--- config.mk ---
export PLATFORM = sky130hd
export DESIGN_NAME = skewed_data_feeder
export DESIGN_NICKNAME = d
export VERILOG_FILES = /design/src/rtl/feeder_pkg.sv /design/src/rtl/feeder_row_shifter.sv /design/src/rtl/skewed_data_feeder.sv
export SDC_FILE = /design/constraint.sdc
export NUM_CORES = 1
export LEC_CHECK = 0
export ABC_AREA = 1
export CORE_ASPECT_RATIO = 0.6
export CORE_MARGIN = 1.5
export CORE_UTILIZATION = 52
export CTS_BUF_LIST = sky130_fd_sc_hd__clkbuf_4 sky130_fd_sc_hd__clkbuf_8 sky130_fd_sc_hd__clkbuf_16
export DETAILED_ROUTE_END_ITERATION = 6
export GPL_TIMING_DRIVEN = 0
export HOLD_SLACK_MARGIN = 0.15
export PLACE_DENSITY = 0.83
export RECOVER_POWER = 100
export SLEW_MARGIN = 20
export SYNTH_ARGS = -nofsm -noshare
export SYNTH_HDL_FRONTEND = slang
export SYNTH_HIERARCHICAL = 1
export SYNTH_SLANG_ARGS = --single-unit
--- constraint.sdc ---
create_clock -name clk -period 2.4 [get_ports clk]
set_input_delay 0.24 -clock clk [delete_from_list [all_inputs] [get_ports clk]]
set_output_delay 0.24 -clock clk [all_outputs]
set_load 0.005 [all_outputs]
--- src/rtl/feeder_pkg.sv ---
`default_nettype none
// +----------------------------------------------------------------------------+
// | feeder_pkg : shared types and sizing helpers for the skewed data feeder     |
// | Rev 1.0                                                                    |
// +----------------------------------------------------------------------------+
package feeder_pkg;

  typedef enum logic [0:0] {
    IDLE = 1'b0,
    RUN  = 1'b1
  } feeder_state_t;

  localparam int C_ELEM_W = 8;
  typedef logic [C_ELEM_W-1:0] elem_t;

  // Steps per burst: DEPTH elements plus ROWS-1 steps of diagonal skew.
  function automatic int steps_f(input int depth, input int rows);
    return depth + rows - 1;
  endfunction

endpackage
`default_nettype wire

--- src/rtl/feeder_row_shifter.sv ---
`default_nettype none
// +----------------------------------------------------------------------------+
// | feeder_row_shifter : one row's element shift register, emitting MS element |
// | first once the global step reaches this row's skew offset. Rev 1.0         |
// +----------------------------------------------------------------------------+
module feeder_row_shifter
  import feeder_pkg::*;
#(
  parameter int DATA_W = 8,
  parameter int DEPTH  = 7,
  parameter int ROW    = 0,
  parameter int STEP_W = 4
) (
  input  logic                    clk,
  input  logic                    reset,
  input  logic                    load,
  input  logic                    step,
  input  logic                    clear,
  input  logic [STEP_W-1:0]       step_idx,
  input  logic [DEPTH*DATA_W-1:0] row_data,
  output logic [DATA_W-1:0]       data_out,
  output logic                    valid_out
);

  localparam logic [STEP_W-1:0] C_FIRST = STEP_W'(ROW);
  localparam logic [STEP_W-1:0] C_DEPTH = STEP_W'(DEPTH);

  logic [DEPTH*DATA_W-1:0] r_shift;
  logic [STEP_W-1:0]       w_off;
  logic                    w_active;

  // Steps before this row's start wrap to a value >= DEPTH, so one compare suffices.
  assign w_off    = step_idx - C_FIRST;
  assign w_active = (w_off < C_DEPTH);

  always_ff @(posedge clk or posedge reset) begin
    if (reset) begin
      r_shift   <= '0;
      data_out  <= '0;
      valid_out <= 1'b0;
    end else begin
      if (load) begin
        r_shift <= row_data;
      end else if (step && w_active) begin
        r_shift <= r_shift << DATA_W;
      end

      if (clear) begin
        data_out  <= '0;
        valid_out <= 1'b0;
      end else if (step) begin
        if (w_active) begin
          data_out  <= r_shift[DEPTH*DATA_W-1 -: DATA_W];
          valid_out <= 1'b1;
        end else begin
          data_out  <= '0;
          valid_out <= 1'b0;
        end
      end
    end
  end

endmodule
`default_nettype wire

--- src/rtl/skewed_data_feeder.sv ---
`default_nettype none
// +----------------------------------------------------------------------------+
// | skewed_data_feeder : loads ROWS x DEPTH burst, serialises rows on a        |
// | diagonal wavefront into the systolic array edge. Rev 1.0                   |
// +----------------------------------------------------------------------------+
module skewed_data_feeder
  import feeder_pkg::*;
#(
  parameter int DATA_W = 8,
  parameter int DEPTH  = 7,
  parameter int ROWS   = 4
) (
  input  logic                         clk,
  input  logic                         reset,
  input  logic                         load_valid,
  output logic                         load_ready,
  input  logic [ROWS*DEPTH*DATA_W-1:0] load_data,
  input  logic                         enable,
  output logic [ROWS*DATA_W-1:0]       data_out,
  output logic [ROWS-1:0]              valid_out,
  output logic                         busy,
  output logic                         done
);

  localparam int                  C_STEPS     = steps_f(DEPTH, ROWS);
  localparam int                  C_STEP_W    = $clog2(C_STEPS + 1);
  localparam logic [C_STEP_W-1:0] C_LAST_STEP = C_STEP_W'(C_STEPS - 1);
  localparam logic [C_STEP_W-1:0] C_ONE       = C_STEP_W'(1);

  feeder_state_t         r_state;
  logic [C_STEP_W-1:0]   r_step;
  logic                  r_done;
  logic                  w_idle;
  logic                  w_accept;
  logic                  w_step;

  assign w_idle     = (r_state == IDLE);
  assign w_accept   = w_idle && load_valid;
  assign w_step     = (r_state == RUN) && enable;
  assign load_ready = w_idle;
  assign busy       = !w_idle;
  assign done       = r_done;

  always_ff @(posedge clk or posedge reset) begin
    if (reset) begin
      r_state <= IDLE;
      r_step  <= '0;
      r_done  <= 1'b0;
    end else begin
      r_done <= 1'b0;
      case (r_state)
        IDLE: begin
          if (load_valid) begin
            r_state <= RUN;
            r_step  <= '0;
          end
        end
        RUN: begin
          if (enable) begin
            if (r_step == C_LAST_STEP) begin
              r_state <= IDLE;
              r_done  <= 1'b1;
            end else begin
              r_step <= r_step + C_ONE;
            end
          end
        end
        default: r_state <= IDLE;
      endcase
    end
  end

  for (genvar r = 0; r < ROWS; r++) begin : g_row
    feeder_row_shifter #(
      .DATA_W (DATA_W),
      .DEPTH  (DEPTH),
      .ROW    (r),
      .STEP_W (C_STEP_W)
    ) u_row (
      .clk       (clk),
      .reset     (reset),
      .load      (w_accept),
      .step      (w_step),
      .clear     (w_idle),
      .step_idx  (r_step),
      .row_data  (load_data[r*DEPTH*DATA_W +: DEPTH*DATA_W]),
      .data_out  (data_out[r*DATA_W +: DATA_W]),
      .valid_out (valid_out[r])
    );
  end

endmodule
`default_nettype wire

==> results.cfg, run 1 <==
[run_status]
status = complete, but fails checks
violations = capacitance limit

[detailed_routing]
drtIter0Drc = 1152
firstDrtPassIters = 7
drc_errors = 0
detail-route-antenna-nets = 0
vias = 13040
wl_per_cell_microns = 14.94
viasPerCell = 5.263
wl_microns = 37000

[timing]
fin_crit_ns = 2.210
finalClockSkew_ns = 0.01233
setup_viol = 0
slew_headroom_pct = 0.4286
max_freq_mhz = 452.4
timing.final.crit_share_pct = 92.10
finalHoldViolations = 0
tns_ns = 0
drv_slew = 0
layout_setup_ws_ns = 0.1897
grt_setup_unrepaired = false
worst_slew_pin_slew_ns = 1.485
whs_ns = 0.2499

[placement]
dp_hpwl_microns = 27160
placed_cells = 2427
place_congestion = 0.9001
dp_slack_ns = -0.2976
port_buffers = 266

[clock_network]
hold_buffers = 0
ctsLongestPathBuffers = 3
cts-root-buf = clkbuf_16
h-tree-depth = 1
clock_latency_ns = 0.53
clkTransAtPathRegs_ns = 0.07
cts_made_buffers = 25
cts_tree = done
cts_sinks = 266

[grt]
grt_max_degree = 59
overflow = 0
grtUsageTotal_pct = 28.17
grt_pass1_wl_microns = 60920
antenna_found_initial = 0
grt_pass1_vias = 12400

[hold_path]
hold_path_class = in -> async

[finish]
num_antenna_cells = 0
nets = 2362
layout_commonest_cell = nand2_1
fin_util_pct = 68.96
nFillCells = 2097
syn_to_final_growth_pct = 31.03
final_cells = 2477
final_cell_mix = 1118 x nand2_1, 266 x dfrtp_1, 230 x nand3_1, 226 x clkdlybuf4s50_1, 51 x buf_2
drive_above_1_share_pct = 7.914

[floorplan]
dieWidth_microns = 209.1
design.core.area_sq_um = 25170
die_y_microns = 126.6
dieArea_sq_um = 26470
initial_core_util_pct = 52.63
io_pins = 267
row_count = 45

[setup_path]
setup.worst_path.start_class = flip-flop
crit_type = reg -> out
end_kind = primary output
cp_max_fo = 7
crit_required_ns = 2.16
crit_arrival_ns = 1.97

[synthesis]
yosysSeqAreaShare_pct = 50.25
netlist_instances = 1828
synth.distinct_cells = 22
synth_area_sq_um = 13250
yosys_warnings = 6
synth_nets = 2059
syn_avg_cell_area_sq_um = 7.246
yosys_register_bits = 266

[power]
vdd_drop_max_uv = 489.2
leakagePower_uw = 0.009738
power_density_nw_per_um2 = 982.9

[run]
cap_violations = 1
cell usage after synthesis (all sizes together):
cell / number / area share, %
nand2: 1125 / 32
dfrtp: 266 / 50
nand3: 233 / 9.0
buf: 90 / 4.3
nand4: 33 / 1.6
inv: 31 / 0.88
clkbuf: 22 / 0.62
nor2: 16 / 0.72
o21ai: 5 / 0.19
clkinv: 3 / 0.085
ha: 3 / 0.28
or2: 1 / 0.047
cell families (layout without fill, tap and decap cells):
family	count (synthesis)	after routing	share of synthesized area, %
fa+ha+maj	3	3	0.2834
buf+inv	146	466	5.856
flops	266	266	50.25
compound gates	5	5	0.1889
simple gates	1408	1408	43.42
worst max-delay path, cell delays in order (launching register included):
cell           delay [ns]
dfrtp_1              0.43
clkinvlp_4           0.15
clkbuf_1             0.25
dlygate4sd3_1        0.62
per-stage QoR:
stage               cell area, sq um  power (uW)
finish                         17360       17060
floorplan                      13250       10620
CTS                            17360       17180
global placement               16320       12460
detailed placement             16430       12720
global route                   17360       18240
final cells by class:
cell class | count | area, sq um | area share, %
clock inverter | 15 | 231.5 | 1.334
timing repair buffer | 276 | 2785 | 16.05
tap | 329 | 411.6 | 2.372
clock buffer | 29 | 674.4 | 3.886
sequential | 266 | 6656 | 38.35
buffer | 112 | 660.6 | 3.806
multi-input combinational | 1416 | 5799 | 33.41
inverter | 34 | 137.6 | 0.7930
power by group:
part           switching (uW)  leakage, uW  internal (uW)  total [uW]
Sequential                910      0.00365           5900        6810
Combinational            3460      0.00564           2410        5870
Clock                    1730     0.000451           2660        4390
routing by layer:
layer	up-vias	GRT usage [%]	wire length (microns)
li1	6327	-	-
met5	-	0	0
met2	508	43.71	16190
met4	0	6.479	793
met1	6147	41.50	17300
met3	54	4.853	2713
state kept, by name (all words and copies together) (netlist names):
register               count
busy                       1
g_row.u_row/r_shift      224
done                       1
r_step                     4
g_row.u_row/data_out      32
g_row.u_row/valid_out      4
final timing paths:
kind	from	end	slack, ns	cells past startpoint
worst max-delay path	busy$_DFF_PP0_	load_ready	0.19	3
worst min-delay path	reset	busy$_DFF_PP0_	0.25	2
worst max register to register	r_step[1]$_DFFE_PP0P_	g_row[2].u_row/r_shift[27]$_DFFE_PP0P_	0.29	10
worst min register to register	g_row[1].u_row/data_out[0]$_DFFE_PP0P_	g_row[1].u_row/data_out[0]$_DFFE_PP0P_	0.48	2
max in group asynchronous	reset	g_row[2].u_row/r_shift[11]$_DFFE_PP0P_	0.45	3
min in group clk	load_data[60]	g_row[1].u_row/r_shift[4]$_DFFE_PP0P_	0.26	3
repair_timing:
| action | in CTS | in global routing |
|---|---|---|
| gates resized for setup | 1 | 20 |
| setup endpoints to repair | 224 | 155 |
| buffers inserted | 2 | 4 |
| gates cloned | 0 | 0 |
| pin swaps | 0 | 0 |
(Power assumes the default switching activity.)
==> inputs of run 2 (changes only) <==
--- a/config.mk
+++ b/config.mk
@@ -11,7 +11,7 @@
 export CORE_UTILIZATION = 52
 export CTS_BUF_LIST = sky130_fd_sc_hd__clkbuf_4 sky130_fd_sc_hd__clkbuf_8 sky130_fd_sc_hd__clkbuf_16
 export DETAILED_ROUTE_END_ITERATION = 6
-export GPL_TIMING_DRIVEN = 0
+export GPL_TIMING_DRIVEN = 1
 export HOLD_SLACK_MARGIN = 0.15
 export PLACE_DENSITY = 0.83
 export RECOVER_POWER = 100
==> run 2 against run 1 <==
  * The run ends with capacitance limit, slew limit left
  * Power decreased by 2.1%
  * Fmax increased by 4.3%
  * Cell area decreased by 2.3%
  * Combinational power decreased by 7.0%
  * Register-to-register slack improved by 0.05 ns
  * Via count decreased by 5.8%
==> results.cfg, run 2 (synthesis gave the netlist of run 1 again) <==
[power]
comb_power_share_pct = 32.7
clkPwrFrac_pct = 26.9
leakagePower_uw = 0.009499
intPower_uw = 10810
p_sw_share_pct = 35.28
power_switching_uw = 5892
seqPwrFrac_pct = 40.4
power_density_nw_per_um2 = 985.3
vdd_drop_max_uv = 497.5

[setup_path]
end_kind = primary output
setup.worst_path.start_class = flip-flop
cp_cell_sequence = inv_1 > buf_4 > dlygate4sd3_1
cp_max_fo = 13
crit_arrival_ns = 1.88
cp_slowest_cell = dlygate4sd3_1
max_stage_delay_ns = 0.65
crit_required_ns = 2.16
crit_type = reg -> out

[timing]
timing.final.crit_share_pct = 88.30
tns_ns = 0
fin_crit_ns = 2.119
max_freq_mhz = 471.9
finalClockSkew_ns = 0.01164
worst_slew_pin_slew_ns = 1.573
finalHoldViolations = 0
slew_headroom_pct = -4.883
whs_ns = 0.2561
setup_viol = 0
drv_slew = 66
grt_setup_unrepaired = false

[clock_network]
cts_resized = 0
ctsLongestPathBuffers = 3
cts_made_buffers = 26
cts-root-buf = clkbuf_16
clkTransAtPathRegs_ns = 0.06
clock_latency_ns = 0.53
cts_sinks = 266
cts_tree = done
h-tree-depth = 1
hold_buffers = 0
postCtsSetupBuffers = 0

[run_status]
violations = capacitance limit, slew limit
status = complete, but fails checks

[placement]
dp_hpwl_microns = 22540
place_congestion = 0.8771
port_buffers = 266
placed_area_sq_um = 16090
placed_cells = 2343

[finish]
largest_register = g_row.u_row/r_shift
layout_commonest_cell = nand2_1
stdcell_area_sq_um = 16950
top_regs = g_row.u_row/r_shift x224, g_row.u_row/data_out x32
nets = 2273
final_cell_mix = 1120 x nand2_1, 266 x dfrtp_1, 232 x nand3_1, 226 x clkdlybuf4s50_1, 40 x dlygate4sd3_1
fin_util_pct = 67.36
final_cells = 2390
nFillCells = 2115
syn_to_final_growth_pct = 27.98
largest_register_ffs = 224
drive_above_1_share_pct = 4.464
num_antenna_cells = 0

[grt]
grt_max_degree = 105
antenna_found_initial = 2
grtUsageTotal_pct = 25.51
met3_usage_pct = 4.159
overflow = 0
busiest_layer = met2
grtUsageMet1_pct = 38.04
grt.met2_usage_pct = 39.31
grt_pass1_vias = 11440
grt_pass1_wl_microns = 55950

[floorplan]
row_count = 45
dieArea_sq_um = 26470
dieWidth_microns = 209.1
io_pins = 267
die_y_microns = 126.6
initial_core_util_pct = 52.63
design.core.area_sq_um = 25170

[run]
cap_violations = 1

[detailed_routing]
detail-route-antenna-nets = 0
wl_per_cell_microns = 14.16
wl_microns = 33830
vias = 12280
drtIter0Drc = 1311
drc_errors = 0
viasPerCell = 5.136
firstDrtPassIters = 7

[hold_path]
hold_path_class = in -> async
-- run 2: changes by cell type in the layout (fill, tap and decap cells not counted), moves of 9 or more --
| cell | change |
|---|---|
| buf_6 | -15 |
| buf_2 | -51 |
| buf_12 | +9 |
| clkbuf_1 | -17 |
| clkbuf_2 | -13 |
-- run 2: power groups by stage --
stage | Sequential [uW] | Combinational (uW) | Clock (uW)
3_5_place_dp | 6790 | 5590 | 0
3_3_place_gp | 6760 | 5440 | 0
2_1_floorplan | 6620 | 3990 | 0
4_1_cts | 6740 | 5630 | 4590
6_report | 6740 | 5460 | 4500
5_1_grt | 6900 | 6220 | 4760
-- run 2: layer usage --
layer  wire length [microns]  up-vias
li1                        -     6126
met1                   15910     5686
met2                   14930      411
met3                    2222       51
met4                     756        2
met5                      13        -
-- run 2: final timing paths --
check | endpoint | from | depth (start not counted) | slack (ns)
setup / recovery | load_ready | busy$_DFF_PP0_ | 3 | 0.28
setup reg to reg | g_row[0].u_row/r_shift[24]$_DFFE_PP0P_ | busy$_DFF_PP0_ | 8 | 0.34
hold / removal | r_step[0]$_DFFE_PP0P_ | reset | 2 | 0.26
min in group clk | g_row[1].u_row/r_shift[7]$_DFFE_PP0P_ | load_data[63] | 3 | 0.26
hold reg to reg | g_row[0].u_row/data_out[6]$_DFFE_PP0P_ | g_row[0].u_row/data_out[6]$_DFFE_PP0P_ | 2 | 0.48
max in group asynchronous | g_row[0].u_row/r_shift[25]$_DFFE_PP0P_ | reset | 3 | 0.58
-- run 2: area by class of cell --
type | instances | area (sq um) | area share (%)
flip-flops and latches | 266 | 6656 | 39.26
clock inverters | 13 | 190.2 | 1.122
inverters | 34 | 132.6 | 0.7823
clock buffers | 34 | 759.5 | 4.480
multi-input cells | 1416 | 5761 | 33.98
repair buffers | 298 | 3042 | 17.94
well taps | 329 | 411.6 | 2.428
-- run 2: stage by stage --
stage,power (uW),worst slack [ns]
after global routing,17880,0.1787
after floorplan,10620,0.5335
after detailed placement,12380,0.3043
after CTS,16960,0.3217
final,16700,0.2807
after global placement,12200,0.3747
-- run 2: critical path, delay by kind of cell, from the launching register on --
kind | cells | cell delay [ns]
DFF | 1 | 0.43
buffers and inverters | 3 | 0.94
